## src/rtl/serial_mag_comparator.sv

```systemverilog
// Multi-cycle magnitude comparator: walks the operands CHUNK bits per cycle from
// the MSB end and stops at the first differing chunk, giving one-hot A<B / A==B / A>B flags.
module serial_mag_comparator #(
   parameter int WIDTH     = 8,
   parameter int CHUNK     = 2,
   parameter int SIGNED_EN = 1
) (
   input  logic             clk,
   input  logic             rst,
   input  logic             start,
   input  logic             is_signed,
   input  logic [WIDTH-1:0] A,
   input  logic [WIDTH-1:0] B,
   output logic             busy,
   output logic             done,
   output logic             A_less_B,
   output logic             A_equal_B,
   output logic             A_greater_B
);

   localparam int N     = WIDTH / CHUNK;
   localparam int IDX_W = (N > 1) ? $clog2(N) : 1;

   typedef enum logic [1:0] {
      IDLE = 2'd0,
      CMP  = 2'd1,
      DONE = 2'd2
   } state_t;

   state_t             state_r;
   logic [WIDTH-1:0]   a_r;
   logic [WIDTH-1:0]   b_r;
   logic [IDX_W-1:0]   idx_r;
   logic               signed_mode_s;
   logic [CHUNK-1:0]   a_chunk_s;
   logic [CHUNK-1:0]   b_chunk_s;
   logic               chunk_gt_s;
   logic               chunk_lt_s;
   logic               last_chunk_s;
   logic               accept_s;

   // Flipping the sign bit maps two's-complement ordering onto unsigned ordering.
   function automatic logic [WIDTH-1:0] bias_msb(input logic [WIDTH-1:0] v, input logic flip);
      return v ^ {flip, {(WIDTH-1){1'b0}}};
   endfunction

   // Effective signed mode, acceptance strobe and current chunk comparison.
   always_comb begin
      signed_mode_s = 1'b0;
      if (SIGNED_EN != 0) begin
         signed_mode_s = is_signed;
      end else begin
         signed_mode_s = 1'b0;
      end
      accept_s     = (state_r == IDLE) && start;
      a_chunk_s    = a_r[int'(idx_r)*CHUNK +: CHUNK];
      b_chunk_s    = b_r[int'(idx_r)*CHUNK +: CHUNK];
      chunk_gt_s   = (a_chunk_s > b_chunk_s);
      chunk_lt_s   = (a_chunk_s < b_chunk_s);
      last_chunk_s = (idx_r == {IDX_W{1'b0}});
   end

   // Operand and chunk-index datapath; reloaded on every accepted start.
   always_ff @(posedge clk) begin
      if (accept_s) begin
         a_r   <= bias_msb(A, signed_mode_s);
         b_r   <= bias_msb(B, signed_mode_s);
         idx_r <= IDX_W'(N - 1);
      end else if ((state_r == CMP) && !chunk_gt_s && !chunk_lt_s && !last_chunk_s) begin
         idx_r <= idx_r - IDX_W'(1);
      end else begin
         idx_r <= idx_r;
      end
   end

   // Control FSM with registered status and result flags.
   always_ff @(posedge clk or posedge rst) begin
      if (rst) begin
         state_r     <= IDLE;
         busy        <= 1'b0;
         done        <= 1'b0;
         A_less_B    <= 1'b0;
         A_equal_B   <= 1'b0;
         A_greater_B <= 1'b0;
      end else begin
         case (state_r)
            IDLE: begin
               done <= 1'b0;
               if (start) begin
                  state_r     <= CMP;
                  busy        <= 1'b1;
                  A_less_B    <= 1'b0;
                  A_equal_B   <= 1'b0;
                  A_greater_B <= 1'b0;
               end else begin
                  busy <= 1'b0;
               end
            end
            CMP: begin
               if (chunk_gt_s) begin
                  A_greater_B <= 1'b1;
                  state_r     <= DONE;
                  busy        <= 1'b0;
                  done        <= 1'b1;
               end else if (chunk_lt_s) begin
                  A_less_B <= 1'b1;
                  state_r  <= DONE;
                  busy     <= 1'b0;
                  done     <= 1'b1;
               end else if (last_chunk_s) begin
                  A_equal_B <= 1'b1;
                  state_r   <= DONE;
                  busy      <= 1'b0;
                  done      <= 1'b1;
               end else begin
                  busy <= 1'b1;
                  done <= 1'b0;
               end
            end
            DONE: begin
               state_r <= IDLE;
               busy    <= 1'b0;
               done    <= 1'b0;
            end
            default: begin
               state_r <= IDLE;
               busy    <= 1'b0;
               done    <= 1'b0;
            end
         endcase
      end
   end

endmodule

```

## config.mk

```make
export PLATFORM = sky130hd
export DESIGN_NAME = serial_mag_comparator
export DESIGN_NICKNAME = d
export VERILOG_FILES = /design/src/rtl/serial_mag_comparator.sv
export SDC_FILE = /design/constraint.sdc
export NUM_CORES = 1
export LEC_CHECK = 0
export CAP_MARGIN = 10
export CELL_PAD_IN_SITES_DETAIL_PLACEMENT = 0
export CELL_PAD_IN_SITES_GLOBAL_PLACEMENT = 1
export CORE_ASPECT_RATIO = 1.5
export CORE_MARGIN = 3
export CORE_UTILIZATION = 41
export DETAILED_ROUTE_END_ITERATION = 10
export GPL_TIMING_DRIVEN = 0
export PLACE_DENSITY = 0.91
export SYNTH_ARGS = -nofsm -noshare
export SYNTH_HDL_FRONTEND = slang
export SYNTH_SLANG_ARGS = --single-unit
export TNS_END_PERCENT = 10
```

## constraint.sdc

```tcl
create_clock -name clk -period 5.39 [get_ports clk]
set_clock_uncertainty 0.2 [all_clocks]
set_input_delay 0.8085 -clock clk [delete_from_list [all_inputs] [get_ports clk]]
set_output_delay 0.8085 -clock clk [all_outputs]
set_load 0.005 [all_outputs]
```

== After elaboration in Yosys (flattened, before gate mapping) ==
Index checks and enable logic that the tools add are counted.
Word-level totals
  word-level logic and storage cells: 62
  flip-flop bits (word level): 25
  output and inout port bits: 5
  input port bits: 20
Cells by class
  reduce and logical (&&, ||, !) cells: 14
  add/sub/neg operators: 1
  bitwise logic cells: 2
  $lt $le $gt $ge: 2
  shift operators: 2
  muxes and demuxes: 24
  equal/unequal tests: 8
Operators by type and width (number)
  indexed part select 8 x 4 -> 2 bit: 2
  XOR 8 bit: 2
  2-to-1 mux 1 bit: 15
  inequality test 2 bit (second input constant): 6
  2-to-1 mux 2 bit: 4
  case mux 1 bit (2 select lines): 4
  AND reduction 5 bit: 1
  logical AND 1 bit: 4
  zero test 2 bit: 2
  inequality test 4 bit (second input constant): 1
  case mux 2 bit (2 select lines): 1
  AND reduction 4 bit: 1
  zero test 1 bit: 3
  AND reduction 3 bit: 1
  equality test 2 x 1 -> 1 bit (second input constant): 1
  greater-than comparator 2 bit: 1
  less-than comparator 2 bit: 1
  AND reduction 2 bit: 1
  nonzero test 2 bit: 1
  subtractor 2 x 1 -> 2 bit (second input constant): 1

== Longest topological paths before layout ==
Gate-level depths: netlist (run 1).
  depth in word-level cells: 6
  gate-level depth with buffers: 7
  gate-level depth less buffers: 6

== Worst setup path after synthesis (run 1) ==
No wires, ideal clock.
  kind: register to register
  start point: register idx_r[0]
  end point: register idx_r[0]
  clock period less this slack: 2058 ps
  setup time: 124 ps
  cell stages (with the launch flop): 7
  data required time: 5066 ps
  arrival: 1735 ps
  slack: 3332 ps
  path buffers: 1
  path through: dfxtp_1 > buf_6 > mux4_2 > ha_1 > and2_1 > nand4_1 > mux2i_1
Between the ends
  word-level cells in the longest chain between the ends: 6
  elaborated cells between the ends (all ways): 12
  classes of those cells: add/sub (1); order compare (2); shift (2); reduce/logical (7)
Ends and longest elaborated chain
  start, declared: RTL line 33  | logic [IDX_W-1:0] idx_r;
  start signal, assigned: RTL line 68  | idx_r <= IDX_W'(N - 1);
  start signal, assigned: RTL line 70  | idx_r <= idx_r - IDX_W'(1);
  start signal, assigned: RTL line 72  | idx_r <= idx_r;
  indexed part select 8 x 4 -> 2 bit (on tied branches): RTL line 56, 57
  greater-than comparator 2 bit: RTL line 58  | chunk_gt_s = (a_chunk_s > b_chunk_s);
  zero test 1 bit: RTL line 69  | end else if ((state_r == CMP) && !chunk_gt_s && !chunk_lt_s && !last_chunk_s) begin
  logical AND 1 bit (3 in series): RTL line 69
Parallel ways exist; a longest one is shown, timed or not.
A chain may end at the register's enable or synchronous reset.

== Worst setup path in the final report (run 1) ==
Ends and elaborated chain as after synthesis.

==> results of run 1 <==
[metal layers]
layer	routed length, um	GRT usage (%)	vias to the layer above
li1	-	-	292
met1	495	11.9	279
met4	12	8.65	0
met5	0	0	-
met3	133	1.89	4
met2	857	20.5	27
[flip-flops by register name (all words and copies together), names as in the netlist]
register / count
b_r: 8
A_greater_B: 1
done: 1
state_r: 2
idx_r: 2
A_equal_B: 1
A_less_B: 1
busy: 1
a_r: 8
[stage by stage]
step | power [mW] | hold WS (ns)
floorplan | 0.408 | 0.289
global placement | 0.468 | 0.279
detailed placement | 0.480 | 0.281
CTS | 0.560 | 0.310
global route | 0.592 | 0.341
finish | 0.551 | 0.306
[layout by cell type (no fill, tap or decap), types with 2 or more instances in the layout]
cell and instances:
sky130_fd_sc_hd__dfrtp_1 7, sky130_fd_sc_hd__ha_1 3, sky130_fd_sc_hd__nor2_1 3, sky130_fd_sc_hd__nand2_1 3, sky130_fd_sc_hd__clkdlybuf4s50_1 24, sky130_fd_sc_hd__inv_1 8
sky130_fd_sc_hd__nand2b_1 2, sky130_fd_sc_hd__mux4_2 4, sky130_fd_sc_hd__dfxtp_1 2, sky130_fd_sc_hd__a31oi_1 2, sky130_fd_sc_hd__edfxtp_1 16, sky130_fd_sc_hd__xor2_1 2
sky130_fd_sc_hd__o21ai_0 2, sky130_fd_sc_hd__mux2i_1 2, sky130_fd_sc_hd__clkbuf_4 3
[cell type report]
| class | count | area, um2 | area share, % |
|---|---|---|---|
| Buffer | 1 | 11.3 | 0.857 |
| Clock buffer | 4 | 26.3 | 2.00 |
| Inverter | 9 | 33.8 | 2.57 |
| Multi-Input combinational cell | 30 | 278 | 21.1 |
| Sequential cell | 25 | 696 | 53.0 |
| Tap cell | 23 | 28.8 | 2.19 |
| Timing Repair Buffer | 24 | 240 | 18.3 |
[logic make-up after synthesis]
kind of cell	after synthesis	share of synthesized area, %
AOI/OAI and AO/OA	7	4.79
xor gates and xnor gates	2	1.72
adders and majority gates	3	3.69
buffers and inverters	10	4.42
DFF	25	68.3
muxes	6	10.8
and+or+nand+nor	12	6.27
[path summary, 6_finish.rpt]
path                       slack [ns]  depth (start not counted)                 endpoint
hold reg to reg                  0.31                          1  A_greater_B$_DFFE_PP0P_
hold / removal                   0.31                          1  A_greater_B$_DFFE_PP0P_
setup / recovery                 3.15                          6    idx_r[0]$_SDFFE_PP1P_
setup reg to reg                 3.15                          6    idx_r[0]$_SDFFE_PP1P_
max in group asynchronous        4.28                          2           busy$_DFF_PP0_
min in group asynchronous        0.51                          2   state_r[1]$_DFFE_PP0P_
[where the power goes]
group,switching [mW],internal [mW]
combinational,0.0894,0.104
clock,0.0509,0.0289
sequential,0.0184,0.259
total,0.159,0.392
[worst max-delay path: stages, from the launching register on]
cell and delay (ns):
sky130_fd_sc_hd__dfxtp_1 0.35, sky130_fd_sc_hd__buf_6 0.13, sky130_fd_sc_hd__mux4_2 0.50, sky130_fd_sc_hd__ha_1 0.33
sky130_fd_sc_hd__and2_1 0.19, sky130_fd_sc_hd__nand4_1 0.24, sky130_fd_sc_hd__mux2i_1 0.18
==> insert_results.sql, run 1 <==
INSERT INTO impl_metrics (metric_group, metric, value, unit) VALUES
('status', 'outcome', 'complete, no violations', ''),
('clock_network', 'path_clk_slew', '0.12', 'ns'),
('global_route', 'grt_pass1_vias', '617', ''),
('synth', 'synth_async_sr_flop_share', '28.0', '%'),
('placement', 'gpl.final_weighted_congestion', '0.731', ''),
('clock_network', 'clock_tree.htree_level_count', '1', ''),
('critical_path', 'path_max_fanout', '7', ''),
('clock_network', 'cts.root.buffer_cell', 'sky130_fd_sc_hd__clkbuf_4', ''),
('floorplanning', 'placeable_core_area', '2290', 'um2'),
('timing', 'finalWorstSetupSlack', '3.15', 'ns'),
('hold_path', 'timing.hold.worst.class', 'flop to flop', ''),
('global_route', 'grt_max_degree', '20', ''),
('floorplanning', 'start_util', '44.6', '%'),
('route', 'drt_initial_violations', '4', ''),
('route', 'detail_route.wl_per_cell', '12.9', 'um'),
('placement', 'dp_worst_setup_slack', '2.93', 'ns'),
('final_layout', 'finish.cell_count_without_fillers', '116', ''),
('final_layout', 'antennaDiodeCount', '0', ''),
('clock_network', 'cts_hold_buf', '0', ''),
('route', 'drcViolationCount', '0', ''),
('floorplanning', 'die_width', '46.7', 'um'),
('route', 'wirelength', '1.50', 'mm'),
('critical_path', 'start_kind', 'flop', ''),
('synth', 'synth.yosys.seq_area_share', '68.3', '%'),
('synth', 'most_frequently_used_cell_type_in_the_post_synthesis_netlist', 'sky130_fd_sc_hd__edfxtp_1', ''),
('synth', 'post-synth-top-area-cell', 'sky130_fd_sc_hd__edfxtp_1', ''),
('timing', 'hold_violations', '0', ''),
('timing', 'achievable-frequency', '446', 'MHz'),
('hold_path', 'holdCritStartpoint', 'A_greater_B$_DFFE_PP0P_', ''),
('synth', 'syn_area', '1020', 'um2'),
('timing', 'setup_repair_after_global_routing_missed_its_margin', 'false', ''),
('synth', 'synth_edf_count', '16', ''),
('synth', 'post_synth_main_area_contributors', 'sky130_fd_sc_hd__edfxtp_1, sky130_fd_sc_hd__dfrtp_1, sky130_fd_sc_hd__mux4_2, sky130_fd_sc_hd__dfxtp_1, sky130_fd_sc_hd__ha_1', ''),
('floorplanning', 'i_o_pin_total', '25', ''),
('synth', 'ys_dominant_reg_cell', 'sky130_fd_sc_hd__edfxtp_1', ''),
('critical_path', 'worst_reg2reg_path_startpoint', 'idx_r[0]$_SDFFE_PP1P_', ''),
('final_layout', 'drive_gt1_share', '10.8', '%'),
('pwr', 'p_leak', '0.554', 'nW'),
('global_route', 'grt_antenna_before_repair', '0', ''),
('synth', 'netlist-cell-type-count', '22', ''),
('synth', 'ys_ff_latch', '25', ''),
('timing', 'final.setup.tns', '0', 'ns'),
('synth', 'ys_top_cells_by_count', 'sky130_fd_sc_hd__edfxtp_1, sky130_fd_sc_hd__inv_1, sky130_fd_sc_hd__dfrtp_1, sky130_fd_sc_hd__mux4_2', ''),
('timing', 'finalSetupViolations', '0', ''),
('placement', 'portBuffers', '24', ''),
('synth', 'synth_fp_nets', '88', ''),
('timing', 'final.period_utilization', '41.6', '%'),
('final_layout', 'stdcell_area', '1310', 'um2'),
('critical_path', 'worst_setup_path_end_kind', 'flop', ''),
('floorplanning', 'std_cell_rows', '21', ''),
('timing', 'worst_slew_margin_rel', '75.0', '%'),
('final_layout', 'synthToLayoutAreaGrowth', '29.0', '%'),
('critical_path', 'startpoint', 'idx_r[0]$_SDFFE_PP1P_', ''),
('placement', 'post_dp_cell_area', '1290', 'um2'),
('synth', 'post_synth.cell_area_avg', '15.7', 'um2'),
('timing', 'fin_crit', '2.24', 'ns'),
('final_layout', 'final_core_util', '57.5', '%'),
('synth', 'yosys_warnings', '0', ''),
('placement', 'dp.cells', '112', ''),
('final_layout', 'final.fill_count', '177', ''),
('timing', 'worstMarginPinSlew', '0.374', 'ns'),
('global_route', 'grt-ovfl-total', '0', ''),
('global_route', 'grt_first_pass_wirelength', '2.50', 'mm'),
('pwr', 'power_per_cell_area', '419', 'nW/um2'),
('route', 'routed-via-count', '602', ''),
('critical_path', 'worst-setup-path-type', 'flop to flop', ''),
('final_layout', 'final_net_count', '117', ''),
('flow_run', 'max_cap_viol_count', '0', ''),
('route', 'drtPass1Iterations', '4', ''),
('route', 'antenna_left', '0', ''),
('floorplanning', 'die-area', '3130', 'um2');
(Power assumes the default switching activity.)
==> run 2, diff against run 1 <==
- CORE_UTILIZATION: 41 -> 35
- PLACE_DENSITY: 0.91 -> 0.83
- clock period: 5.39 -> 2.02 ns (I/O delays scaled with it)
==> run 2 against run 1 <==
Net effect:
- the run now ends with setup timing left
- hold slack got worse by 0.24 ns
- non-clock buffer count increased by 5
- critical path depth unchanged
- count of clock-buffer cells in the layout unchanged
- clock power increased to 3.5 times the previous value
- register-to-register slack got worse by 3.3 ns
- maximum frequency increased by 5.1%
- worst setup slack got worse by 3.3 ns
- critical path type unchanged
- largest power group unchanged
- highest routed layer unchanged
==> insert_results.sql, run 2 (synthesis gave the netlist of run 1 again) <==
INSERT INTO impl_metrics (metric_group, metric, value, unit) VALUES
('status', 'outcome', 'finished, violations left', ''),
('status', 'violations_in_the_final_reports', 'setup timing', ''),
('hold_path', 'timing.hold.worst.class', 'input port to asynchronous set/reset pin', ''),
('route', 'detailroute.wirelength.met3', '126', 'um'),
('global_route', 'track_usage', '9.49', '%'),
('clock_network', 'cts_inserted_buffers', '3', ''),
('critical_path', 'timing.critical_path.required', '1.96', 'ns'),
('floorplanning', 'die-area', '3610', 'um2'),
('route', 'drtPass1Iterations', '4', ''),
('floorplanning', 'die_width', '50.0', 'um'),
('floorplanning', 'placeable_core_area', '2730', 'um2'),
('final_layout', 'antennaDiodeCount', '0', ''),
('final_layout', 'drive_gt1_share', '22.4', '%'),
('global_route', 'grt_pass1_vias', '645', ''),
('clock_network', 'clock_tree.buffer_depth', '2', ''),
('route', 'drcViolationCount', '0', ''),
('timing', 'fin_crit', '2.13', 'ns'),
('pwr', 'total_power', '1.74', 'mW'),
('route', 'drt_initial_violations', '3', ''),
('clock_network', 'tritoncts', 'yes', ''),
('critical_path', 'start_kind', 'flop', ''),
('timing', 'drv_slew', '0', ''),
('flow_run', 'max_cap_viol_count', '0', ''),
('timing', 'finalSetupViolations', '6', ''),
('final_layout', 'synthToLayoutAreaGrowth', '40.0', '%'),
('floorplanning', 'die_height', '72.1', 'um'),
('route', 'route.met2.wl', '922', 'um'),
('clock_network', 'insertion_delay', '0.26', 'ns'),
('clock_network', 'clock_tree.htree_level_count', '1', ''),
('global_route', 'grt_antenna_before_repair', '0', ''),
('pwr', 'ir_worst_vdd', '0.677', 'mV'),
('route', 'detail_route.wl_per_cell', '11.7', 'um'),
('placement', 'post_dp_cell_area', '1310', 'um2'),
('route', 'routed-via-count', '635', ''),
('floorplanning', 'i_o_pin_total', '25', ''),
('final_layout', 'top_regs', 'a_r x8, b_r x8', ''),
('final_layout', 'final_core_util', '52.2', '%'),
('pwr', 'power_per_cell_area', '1220', 'nW/um2'),
('clock_network', 'clock_sinks', '25', ''),
('timing', 'worst_slew_margin_rel', '74.9', '%'),
('critical_path', 'critPathArrivalTime', '2.08', 'ns'),
('placement', 'gpl.final_weighted_congestion', '0.773', ''),
('route', 'drt-vias-per-instance', '4.70', ''),
('timing', 'finalWorstSetupSlack', '-0.114', 'ns'),
('global_route', 'grt-ovfl-total', '0', ''),
('timing', 'worstMarginPinSlew', '0.376', 'ns'),
('critical_path', 'worst-setup-path-type', 'flop to flop', ''),
('critical_path', 'path_max_fanout', '6', ''),
('placement', 'portBuffers', '24', ''),
('final_layout', 'layout.cells.most_common', 'sky130_fd_sc_hd__clkdlybuf4s50_1', ''),
('global_route', 'grt_first_pass_wirelength', '2.58', 'mm'),
('timing', 'final.setup.tns', '-0.241', 'ns'),
('critical_path', 'worst_setup_path_end_kind', 'flop', ''),
('floorplanning', 'start_util', '37.3', '%'),
('route', 'dr.max_layer_used', 'met4', ''),
('clock_network', 'cts.root.buffer_cell', 'sky130_fd_sc_hd__clkbuf_8', ''),
('timing', 'final.period_utilization', '106', '%'),
('global_route', 'grt_max_degree', '20', ''),
('final_layout', 'final_net_count', '122', ''),
('pwr', 'p_leak', '0.586', 'nW'),
('route', 'antenna_left', '0', ''),
('timing', 'setup_repair_after_global_routing_missed_its_margin', 'true', ''),
('route', 'wirelength', '1.58', 'mm'),
('timing', 'achievable-frequency', '469', 'MHz'),
('final_layout', 'stdcell_area', '1430', 'um2'),
('route', 'detail_route.wirelength.met1', '512', 'um'),
('clock_network', 'path_clk_slew', '0.08', 'ns'),
('final_layout', 'layout.cells.most_common_list', 'sky130_fd_sc_hd__clkdlybuf4s50_1, sky130_fd_sc_hd__edfxtp_1, sky130_fd_sc_hd__dfrtp_1', ''),
('critical_path', 'r2r_slack', '-0.11', 'ns'),
('floorplanning', 'std_cell_rows', '23', ''),
('timing', 'hold_violations', '0', '');
[run 2: cell count changes in the layout (fill, tap and decap cells not counted), sizes merged]
| cell | before | now |
|---|---|---|
| buf | 1 | 6 |
[run 2: area by class of cell]
type	count	area (um2)
buffer	1	11.3
clock buffer	4	45.0
fill	239	1310
inverter	9	33.8
multi-input combinational	30	312
sequential	25	697
tap	37	46.3
timing repair buffer	29	282
[run 2: timing repair]
item                       in CTS  in global routing
pin swaps                       4                  3
resized for setup               5                  2
hold buffers                    0                  0
setup endpoints to repair       6                  8
buffers inserted                3                  2
[run 2: per-stage QoR]
step | setup slack (ns) | hold WS [ns] | std cells
detailed placement | -0.141 | 0.306 | 126
CTS | -0.126 | 0.0714 | 133
finish | -0.114 | 0.0637 | 135
floorplan | 0.00437 | -0.0936 | 65
global route | -0.205 | 0.0929 | 135
global placement | -0.136 | 0.283 | 126
[run 2: worst max-delay path, stage by stage (launching register included)]
cell	delay [ns]
sky130_fd_sc_hd__dfxtp_2	0.33
sky130_fd_sc_hd__buf_6	0.13
sky130_fd_sc_hd__mux4_2	0.53
sky130_fd_sc_hd__ha_4	0.29
sky130_fd_sc_hd__and2_4	0.15
sky130_fd_sc_hd__nand4_1	0.21
sky130_fd_sc_hd__mux2i_1	0.18
[run 2: routing by layer]
layer,up-vias,track usage (%)
li1,300,-
met1,304,8.22
met2,28,19.3
met3,3,2.87
met4,0,3.38
met5,-,0
[run 2: report_power, final]
| part | switching [mW] | internal, mW | leakage, nW | total [mW] |
|---|---|---|---|---|
| clock | 0.139 | 0.141 | 0.0228 | 0.279 |
| combinational | 0.299 | 0.423 | 0.306 | 0.722 |
| sequential | 0.0497 | 0.693 | 0.257 | 0.743 |
[run 2: worst paths after layout]
| path | start | end | depth (start not counted) |
|---|---|---|---|
| setup / recovery | idx_r[0]$_SDFFE_PP1P_ | idx_r[0]$_SDFFE_PP1P_ | 6 |
| hold / removal | rst | A_equal_B$_DFFE_PP0P_ | 2 |
| setup reg to reg | idx_r[0]$_SDFFE_PP1P_ | idx_r[0]$_SDFFE_PP1P_ | 6 |
| hold reg to reg | A_less_B$_DFFE_PP0P_ | A_less_B$_DFFE_PP0P_ | 2 |
| max in group asynchronous | rst | state_r[0]$_DFFE_PP0P_ | 2 |
| min in group clk | A_less_B$_DFFE_PP0P_ | A_less_B$_DFFE_PP0P_ | 2 |
